--- config.mk ---
export PLATFORM = sky130hd
export DESIGN_NAME = alu_mult_sequencer
export DESIGN_NICKNAME = d
export VERILOG_FILES = /design/src/rtl/alu_mult_sequencer.sv
export SDC_FILE = /design/constraint.sdc
export NUM_CORES = 2
export LEC_CHECK = 0
export BUFFER_PORTS_ARGS = -buffer_cell sky130_fd_sc_hd__buf_2
export CAP_MARGIN = 20
export CELL_PAD_IN_SITES_DETAIL_PLACEMENT = 1
export CELL_PAD_IN_SITES_GLOBAL_PLACEMENT = 1
export CORE_ASPECT_RATIO = 1.2
export CORE_MARGIN = 1.5
export CORE_UTILIZATION = 43
export CTS_CLUSTER_SIZE = 40
export DETAILED_ROUTE_END_ITERATION = 6
export PLACE_DENSITY_LB_ADDON = 0.1
export SETUP_SLACK_MARGIN = 0.05
export SYNTH_ARGS = -nofsm -noshare
export SYNTH_HDL_FRONTEND = slang
export SYNTH_SLANG_ARGS = --single-unit
--- constraint.sdc ---
create_clock -name clk -period 29.4 [get_ports clk]
set_input_delay 1.47 -clock clk [delete_from_list [all_inputs] [get_ports clk]]
set_output_delay 1.47 -clock clk [all_outputs]
set_load 0.1 [all_outputs]
--- src/rtl/alu_mult_sequencer.sv ---
// Element-serial 5x5 signed matrix multiply sequencer: one dot-product slice, one C element per clock.
// Optional build macro ALU_MULT_SATURATE_EN clamps each element to the signed DW range instead of wrapping.
module alu_mult_sequencer #(
  parameter int DIM   = 5,
  parameter int DW    = 8,
  parameter int ACC_W = 18
) (
  input  logic                    clk,
  input  logic                    rst_n,
  input  logic                    start,
  input  logic                    abort,
  input  logic [DIM*DIM*DW-1:0]   A_flat,
  input  logic [DIM*DIM*DW-1:0]   B_flat,
  output logic                    busy,
  output logic                    done,
  output logic [DIM*DIM*DW-1:0]   C_flat,
  output logic                    overflow_flag,
  output logic [4:0]              elem_idx
);

  localparam int CW = (DIM > 1) ? $clog2(DIM) : 1;
  localparam int MW = DIM * DIM * DW;
  localparam logic [CW-1:0] LAST = CW'(DIM - 1);
  localparam logic signed [ACC_W-1:0] ELEM_MAX = ACC_W'((1 << (DW - 1)) - 1);
  localparam logic signed [ACC_W-1:0] ELEM_MIN = ~ELEM_MAX;

  typedef enum logic [1:0] {S_IDLE, S_COMPUTE, S_DONE} state_t;

  state_t r_state;
  state_t w_state_next;

  logic [MW-1:0]  r_a;
  logic [MW-1:0]  r_b;
  logic [MW-1:0]  r_c;
  logic           r_ovf;
  logic [CW-1:0]  r_i;
  logic [CW-1:0]  r_j;

  logic signed [DW-1:0]    w_a_el [DIM];
  logic signed [DW-1:0]    w_b_el [DIM];
  logic signed [2*DW-1:0]  w_prod [DIM];
  logic signed [ACC_W-1:0] w_acc;
  logic [DW-1:0]           w_elem;
  logic                    w_elem_ovf;
  logic                    w_accept;
  logic                    w_last;

  // Row i of A against column j of B
  generate
    for (genvar gi = 0; gi < DIM; gi++) begin : g_slice
      assign w_a_el[gi] = r_a[(int'(r_i) * DIM + gi) * DW +: DW];
      assign w_b_el[gi] = r_b[(gi * DIM + int'(r_j)) * DW +: DW];
      assign w_prod[gi] = w_a_el[gi] * w_b_el[gi];
    end
  endgenerate

  always_comb begin
    w_acc = '0;
    for (int k = 0; k < DIM; k++) begin
      w_acc = w_acc + ACC_W'(w_prod[k]);
    end
  end

  assign w_elem_ovf = (w_acc > ELEM_MAX) || (w_acc < ELEM_MIN);

`ifdef ALU_MULT_SATURATE_EN
  always_comb begin
    w_elem = w_acc[DW-1:0];
    if (w_acc > ELEM_MAX) begin
      w_elem = ELEM_MAX[DW-1:0];
    end else if (w_acc < ELEM_MIN) begin
      w_elem = ELEM_MIN[DW-1:0];
    end
  end
`else
  assign w_elem = w_acc[DW-1:0];
`endif

  assign w_accept = (r_state == S_IDLE) && start && !abort;
  assign w_last   = (r_i == LAST) && (r_j == LAST);

  always_ff @(posedge clk) begin
    if (!rst_n) begin
      r_state <= S_IDLE;
    end else begin
      r_state <= w_state_next;
    end
  end

  always_comb begin
    w_state_next = r_state;
    case (r_state)
      S_IDLE:    if (w_accept) w_state_next = S_COMPUTE;
      S_COMPUTE: begin
        if (abort) begin
          w_state_next = S_IDLE;
        end else if (w_last) begin
          w_state_next = S_DONE;
        end
      end
      S_DONE:    w_state_next = S_IDLE;
      default:   w_state_next = S_IDLE;
    endcase
  end

  // The element is still written on the abort edge; only the state returns to idle
  always_ff @(posedge clk) begin
    if (!rst_n) begin
      r_a   <= '0;
      r_b   <= '0;
      r_c   <= '0;
      r_ovf <= 1'b0;
      r_i   <= '0;
      r_j   <= '0;
    end else if (w_accept) begin
      r_a   <= A_flat;
      r_b   <= B_flat;
      r_ovf <= 1'b0;
      r_i   <= '0;
      r_j   <= '0;
    end else if (r_state == S_COMPUTE) begin
      r_c[(int'(r_i) * DIM + int'(r_j)) * DW +: DW] <= w_elem;
      r_ovf <= r_ovf | w_elem_ovf;
      if (w_last) begin
        r_i <= '0;
        r_j <= '0;
      end else if (r_j == LAST) begin
        r_j <= '0;
        r_i <= r_i + 1'b1;
      end else begin
        r_j <= r_j + 1'b1;
      end
    end
  end

  assign busy          = (r_state == S_COMPUTE);
  assign done          = (r_state == S_DONE);
  assign C_flat        = r_c;
  assign overflow_flag = r_ovf;
  assign elem_idx      = (r_state == S_COMPUTE) ? 5'(int'(r_i) * DIM + int'(r_j)) : 5'd0;

endmodule

Word level (Yosys, flattened, before mapping)
Cells that the tools add are included.

Add/subtract/negate cells: 16. Multipliers: 6. $lt $le $gt $ge: 2. Equality and inequality tests: 6. Shift-type cells: 12. Multiplexer cells: 10. Bitwise operators: 3. Reductions and logical operators: 11.

Operator list (count): indexed part select 200 x 32 -> 8 bit (4); indexed part select 200 x 10 -> 8 bit (2); indexed part select 200 x 9 -> 8 bit (2); bitwise mux 200 bit (1); variable shift 8 x 33 -> 200 bit, first input constant (1); indexed part select 200 x 7 -> 8 bit (1); indexed part select 200 x 8 -> 8 bit (1); indexed part select 8 x 33 -> 200 bit (1); multiplier 8 x 8 -> 16 bit (5); adder 29 x 3 -> 29 bit, second input constant (2); adder 18 x 16 -> 18 bit (2); negator 32 -> 33 bit (1); adder 29 x 2 -> 29 bit, second input constant (1); adder 29 x 4 -> 29 bit, second input constant (1); adder 17 x 16 -> 18 bit (1); greater-than comparator 18 x 8 -> 1 bit, second input constant (1); less-than comparator 18 x 8 -> 1 bit, second input constant (1); adder 16 x 16 -> 17 bit (1); two-way mux 3 bit (4); adder 4 x 3 -> 5 bit, first input constant (2); adder 6 x 3 -> 7 bit (1); adder 3 x 1 -> 3 bit, second input constant (2); adder 5 x 3 -> 6 bit, first input constant (1); equality test 3 bit, second input constant (2); other kinds (18) (25).

Register bits after elaboration: 609. Input port bits: 404. Output and inout bits: 208. Word-level logic and storage cells: 73.

Logic depth before layout (Yosys ltp)
Depth in word-level cells: 11. Gate-level depth with buffers: 39.

Least setup slack after synthesis
OpenSTA, ideal clock, no wires.

Kind: reg-to-reg. Start: register r_i[0]. End: register r_ovf, in the netlist overflow_flag. Library setup time: 129 ps. Arrival: 10074 ps. Path slack: 19197 ps. Stages on the path, launching flop included: 33. Buffers on the path: 5. Period minus slack after synthesis: 10203 ps. Cell sequence: dfxtp_1 -> buf_2 -> inv_2 -> buf_4 -> buf_2 -> ha_1 -> buf_2 -> clkbuf_1 -> nor4_1 -> nand3_1 -> o211ai_1 -> o211ai_1 -> nor2_1 -> fa_1 -> inv_1 -> fa_1 -> fa_1 -> fa_1 -> fa_1 -> fa_1 -> fa_1 -> inv_1 -> fa_1 -> ha_1 -> ha_1 -> and3_1 -> a2111oi_0 -> o21bai_1 -> a2111o_1 -> nand2b_1 -> o2111a_1 -> o41ai_1 -> a21oi_1.

Longest elaborated chain between the ends: 11.

RTL lines: start: declaration (RTL line 36) `logic [CW-1:0] r_i;`; start signal: assignment (RTL line 129) `r_i <= r_i + 1'b1;`; multiplier 3 x 3 -> 6 bit (*); adder 29 x 2 -> 29 bit (RTL line 51) `assign w_a_el[gi] = r_a[(int'(r_i) * DIM + gi) * DW +: DW];`; indexed part select 200 x 32 -> 8 bit (RTL line 51); multiplier 8 x 8 -> 16 bit (RTL line 53) `assign w_prod[gi] = w_a_el[gi] * w_b_el[gi];`; adder 16 x 16 -> 17 bit (RTL line 60) `w_acc = w_acc + ACC_W'(w_prod[k]);`; adder 17 x 16 -> 18 bit (RTL line 60); adder 18 x 16 -> 18 bit (RTL line 60); adder 18 x 16 -> 18 bit (*) (RTL line 60); greater-than comparator 18 x 8 -> 1 bit or less-than comparator 18 x 8 -> 1 bit (tied branches) (RTL line 64) `assign w_elem_ovf = (w_acc > ELEM_MAX) || (w_acc < ELEM_MIN);`; logical OR 1 bit (*) (RTL line 64); bitwise OR 1 bit (*) (RTL line 123) `r_ovf <= r_ovf | w_elem_ovf;`; end signal: assignment (RTL line 123); end: declaration (RTL line 35) `logic r_ovf;`.

Mark *: on every way between the ends. The rest lies on a longest branch, timed or not. A chain may end at the register's enable or synchronous reset.

Worst setup path after layout
Start: register r_i[0]. End: register r_c[183], in the netlist C_flat[183].

Longest elaborated chain between the ends: 10.

RTL lines: multiplier 3 x 3 -> 6 bit (*); adder 29 x 2 -> 29 bit (RTL line 51); indexed part select 200 x 32 -> 8 bit (RTL line 51); multiplier 8 x 8 -> 16 bit (RTL line 53); adder 16 x 16 -> 17 bit (RTL line 60); adder 17 x 16 -> 18 bit (RTL line 60); adder 18 x 16 -> 18 bit (2 in series) (RTL line 60); indexed part select 8 x 33 -> 200 bit (RTL line 122) `r_c[(int'(r_i) * DIM + int'(r_j)) * DW +: DW] <= w_elem;`; bitwise mux 200 bit (*) (RTL line 122); end signal: indexed assignment (RTL line 122); end: declaration (RTL line 34) `logic [MW-1:0] r_c;`.

Marks and branches as above.

==> metrics <==
outcome completed; Tot Pwr 2.23 mW; CTS max path bufs 3; share of cells above drive strength 1 0.209; Die Wd 299 um; # rows 130; Post-Syn Area per Cell slightly above 9 um^2; GP Congestion 0.957; Crit path largest cell delay 940 ps; Layout Skew roughly 46 ps; GRT overflow 0; Net Count, Synth 5869; slowest CP cell dfxtp_4; CP Capture Type flop; number of clock sinks 609; via/cell ratio between 5 and 6; Worst Tran Pin Value 1200 ps; critical-path maximum fanout 63; top cell type's share of synthesized area 0.270; synth unique cells between 70 and 80; die height roughly 360 um; Tightest Hold Check Type reg -> reg; Pleak around 21 nW; post-cts gate resize count 0; Crit path required time 29980 ps; top layer used by detailed routing met5; die area 107000 um^2; CTS tree yes; Post-layout nets 6317; pre-CTS setup slack 16890 ps; post-detail-place hpwl 142000 um; RSZ-0062 raised after global routing no; post-route core utilization 0.496; slew margin rel. 0.199; pin count of the biggest net entering global routing 230; maximum vdd ir drop 0.0372 mV; PD cells 43.2 nW/um^2; Antenna Nets Post-Route 0; htree depth 3; Setup WS post-layout 17180 ps; sequential fraction of the synthesis area 0.270; Tcrit/Tclk final 0.416; Post-Syn Area about 45000 um^2; hold violation total from the final report 0; share of synthesized flip-flops with an asynchronous set or reset 0; Wirelength per Cell 26.1 um; Met2 Wirelength ~85000 um; Vias 38400; post-layout min period 12220 ps; IO Pins a little over 600; fin. max-slew vios 0; Total GRT Usage 0.327; wire length on met1 75000 um; core area 104000 um^2; Yosys reg bits 609; final setup fails 0; clock insertion delay at the later pin of the skew report ~670 ps; Area Overhead vs Synth 14.5%; post-synthesis cell count 4923; CTS clock-pin slew for the worst setup and hold paths approximately 60 ps; Post-synth EDFFs 0; CP arrival between 10000 and 15000 ps; leading area contributor after synthesis dfxtp_1; # DRC 0; Highest Clock Rate ~82 MHz; number of global-route vias before repair 40100; Post-CTS Setup Inserts 0; most frequent CP cell fa_1; Initial Utilization 0.433; setup TNS 0 ps; CTS root buf clkbuf_16; WL met3 10400 um; Syn. warnings 0; total CTS buffers 69; first-pass GRT wire length 262000 um; Hold-fix buffers, CTS 0; critical setup path kind reg -> reg; top post-synthesis cells by area dfxtp_1, fa_1, mux4_2, nand2_1, mux2i_1; Routed WL 178000 um; drt pass-1 iters 7; number of max-cap violations 0; top_reg_cell synth dfxtp_1; port buffer count 611; initial antenna violation count 21; initial DRC count around 2700; Startpoint Class flop
==> stage by stage <==
step	hold WS, ps	cell area (um^2)	cells
after global routing	468	51800	6811
after CTS	449	51700	6804
after detailed placement	441	49400	6681
after floorplan	432	45200	4923
final	446	51800	6814
after global placement	436	49400	6679
==> state kept, by name, summed over array words and instances, names as in the netlist <==
register and cells:
r_i 3, r_a 200, overflow_flag 1, r_state 2, r_j 3, r_b 200
C_flat 200
==> layout by cell type (no fill, tap or decap), types with 5 or more instances in the layout <==
master / synthesis / final
nand2_1: 1001 / 1001
buf_2: 29 / 610
dfxtp_1: 609 / 605
a21oi_1: 481 / 481
inv_1: 480 / 480
nor2_1: 412 / 411
fa_1: 408 / 408
mux2i_1: 306 / 306
mux4_2: 231 / 231
ha_1: 134 / 132
nand3_1: 78 / 78
clkbuf_16: 0 / 70
buf_4: 7 / 57
o21ai_0: 53 / 53
or2_2: 43 / 43
nand2b_1: 39 / 39
xnor2_1: 34 / 31
o211ai_1: 28 / 28
mux2_2: 25 / 25
and2_1: 25 / 25
nor2b_1: 20 / 20
nor3_1: 18 / 18
nor4_4: 18 / 18
nand4_1: 15 / 15
clkinv_2: 0 / 15
clkbuf_1: 236 / 15
xor2_1: 16 / 13
a21o_1: 13 / 13
a211oi_1: 11 / 11
a22oi_1: 10 / 10
clkbuf_8: 0 / 10
and3_1: 9 / 9
a2111oi_0: 9 / 9
o22ai_1: 9 / 9
a22o_1: 9 / 9
o31ai_1: 7 / 7
diode_2: 0 / 5
xnor2_2: 3 / 5
a221oi_1: 5 / 5
==> report_power, final <==
group / switching (mW) / internal [mW]
clock: 0.389 / 0.482
combinational: 0.291 / 0.185
sequential: 0.0353 / 0.852
total: 0.715 / 1.52
==> synthesized netlist by cell type (28+ instances only) <==
| master | number |
|---|---|
| nand2_1 | 1001 |
| a21oi_1 | 481 |
| mux2i_1 | 306 |
| nand2b_1 | 39 |
| o21ai_0 | 53 |
| inv_1 | 480 |
| clkbuf_1 | 236 |
| ha_1 | 134 |
| nand3_1 | 78 |
| dfxtp_1 | 609 |
| buf_2 | 29 |
| xnor2_1 | 34 |
| fa_1 | 408 |
| or2_2 | 43 |
| mux4_2 | 231 |
| nor2_1 | 412 |
| o211ai_1 | 28 |
==> kinds of logic after synthesis <==
group / Yosys count / share of synthesized area
buf+inv: 782 / 0.0669
fa+ha+maj: 542 / 0.218
simple gates: 1709 / 0.163
mux: 562 / 0.189
flops: 609 / 0.270
xor+xnor: 56 / 0.0125
compound gates: 663 / 0.0814
==> worst max-delay path, delay by kind of cell (launching register included) <==
kind,cells,cell delay (ps)
adders and majority gates,10,4660
buffers and inverters,8,2160
and+or+nand+nor,6,2090
muxes,3,1240
AOI/OAI and AO/OA,3,950
DFF,1,940
==> routing by layer <==
layer / GRT usage / up-vias
li1: - / 17200
met1: 0.424 / 19600
met2: 0.552 / 1235
met3: 0.0542 / 272
met4: 0.120 / 20
met5: 0.00176 / -
==> path summary, 6_finish.rpt <==
check                               start     endpoint  slack [ps]  cells after the start
worst max-delay path               r_i[0]  C_flat[183]       17180                     30
worst min-delay path            C_flat[6]    C_flat[6]         450                      2
worst min register to register  C_flat[6]    C_flat[6]         450                      2
worst max register to register     r_i[0]  C_flat[183]       17180                     30
==> final cells by class <==
class | count | area, um^2
antenna | 5 | 12.5
clock buffer | 95 | 1950
clock inverter | 28 | 324
fill | 12300 | 52600
inverter | 485 | 1830
multi-input combinational | 3532 | 30100
sequential | 609 | 12200
tap | 1386 | 1730
timing repair buffer | 674 | 3610
No activity file was read; power rests on OpenSTA's default activity.
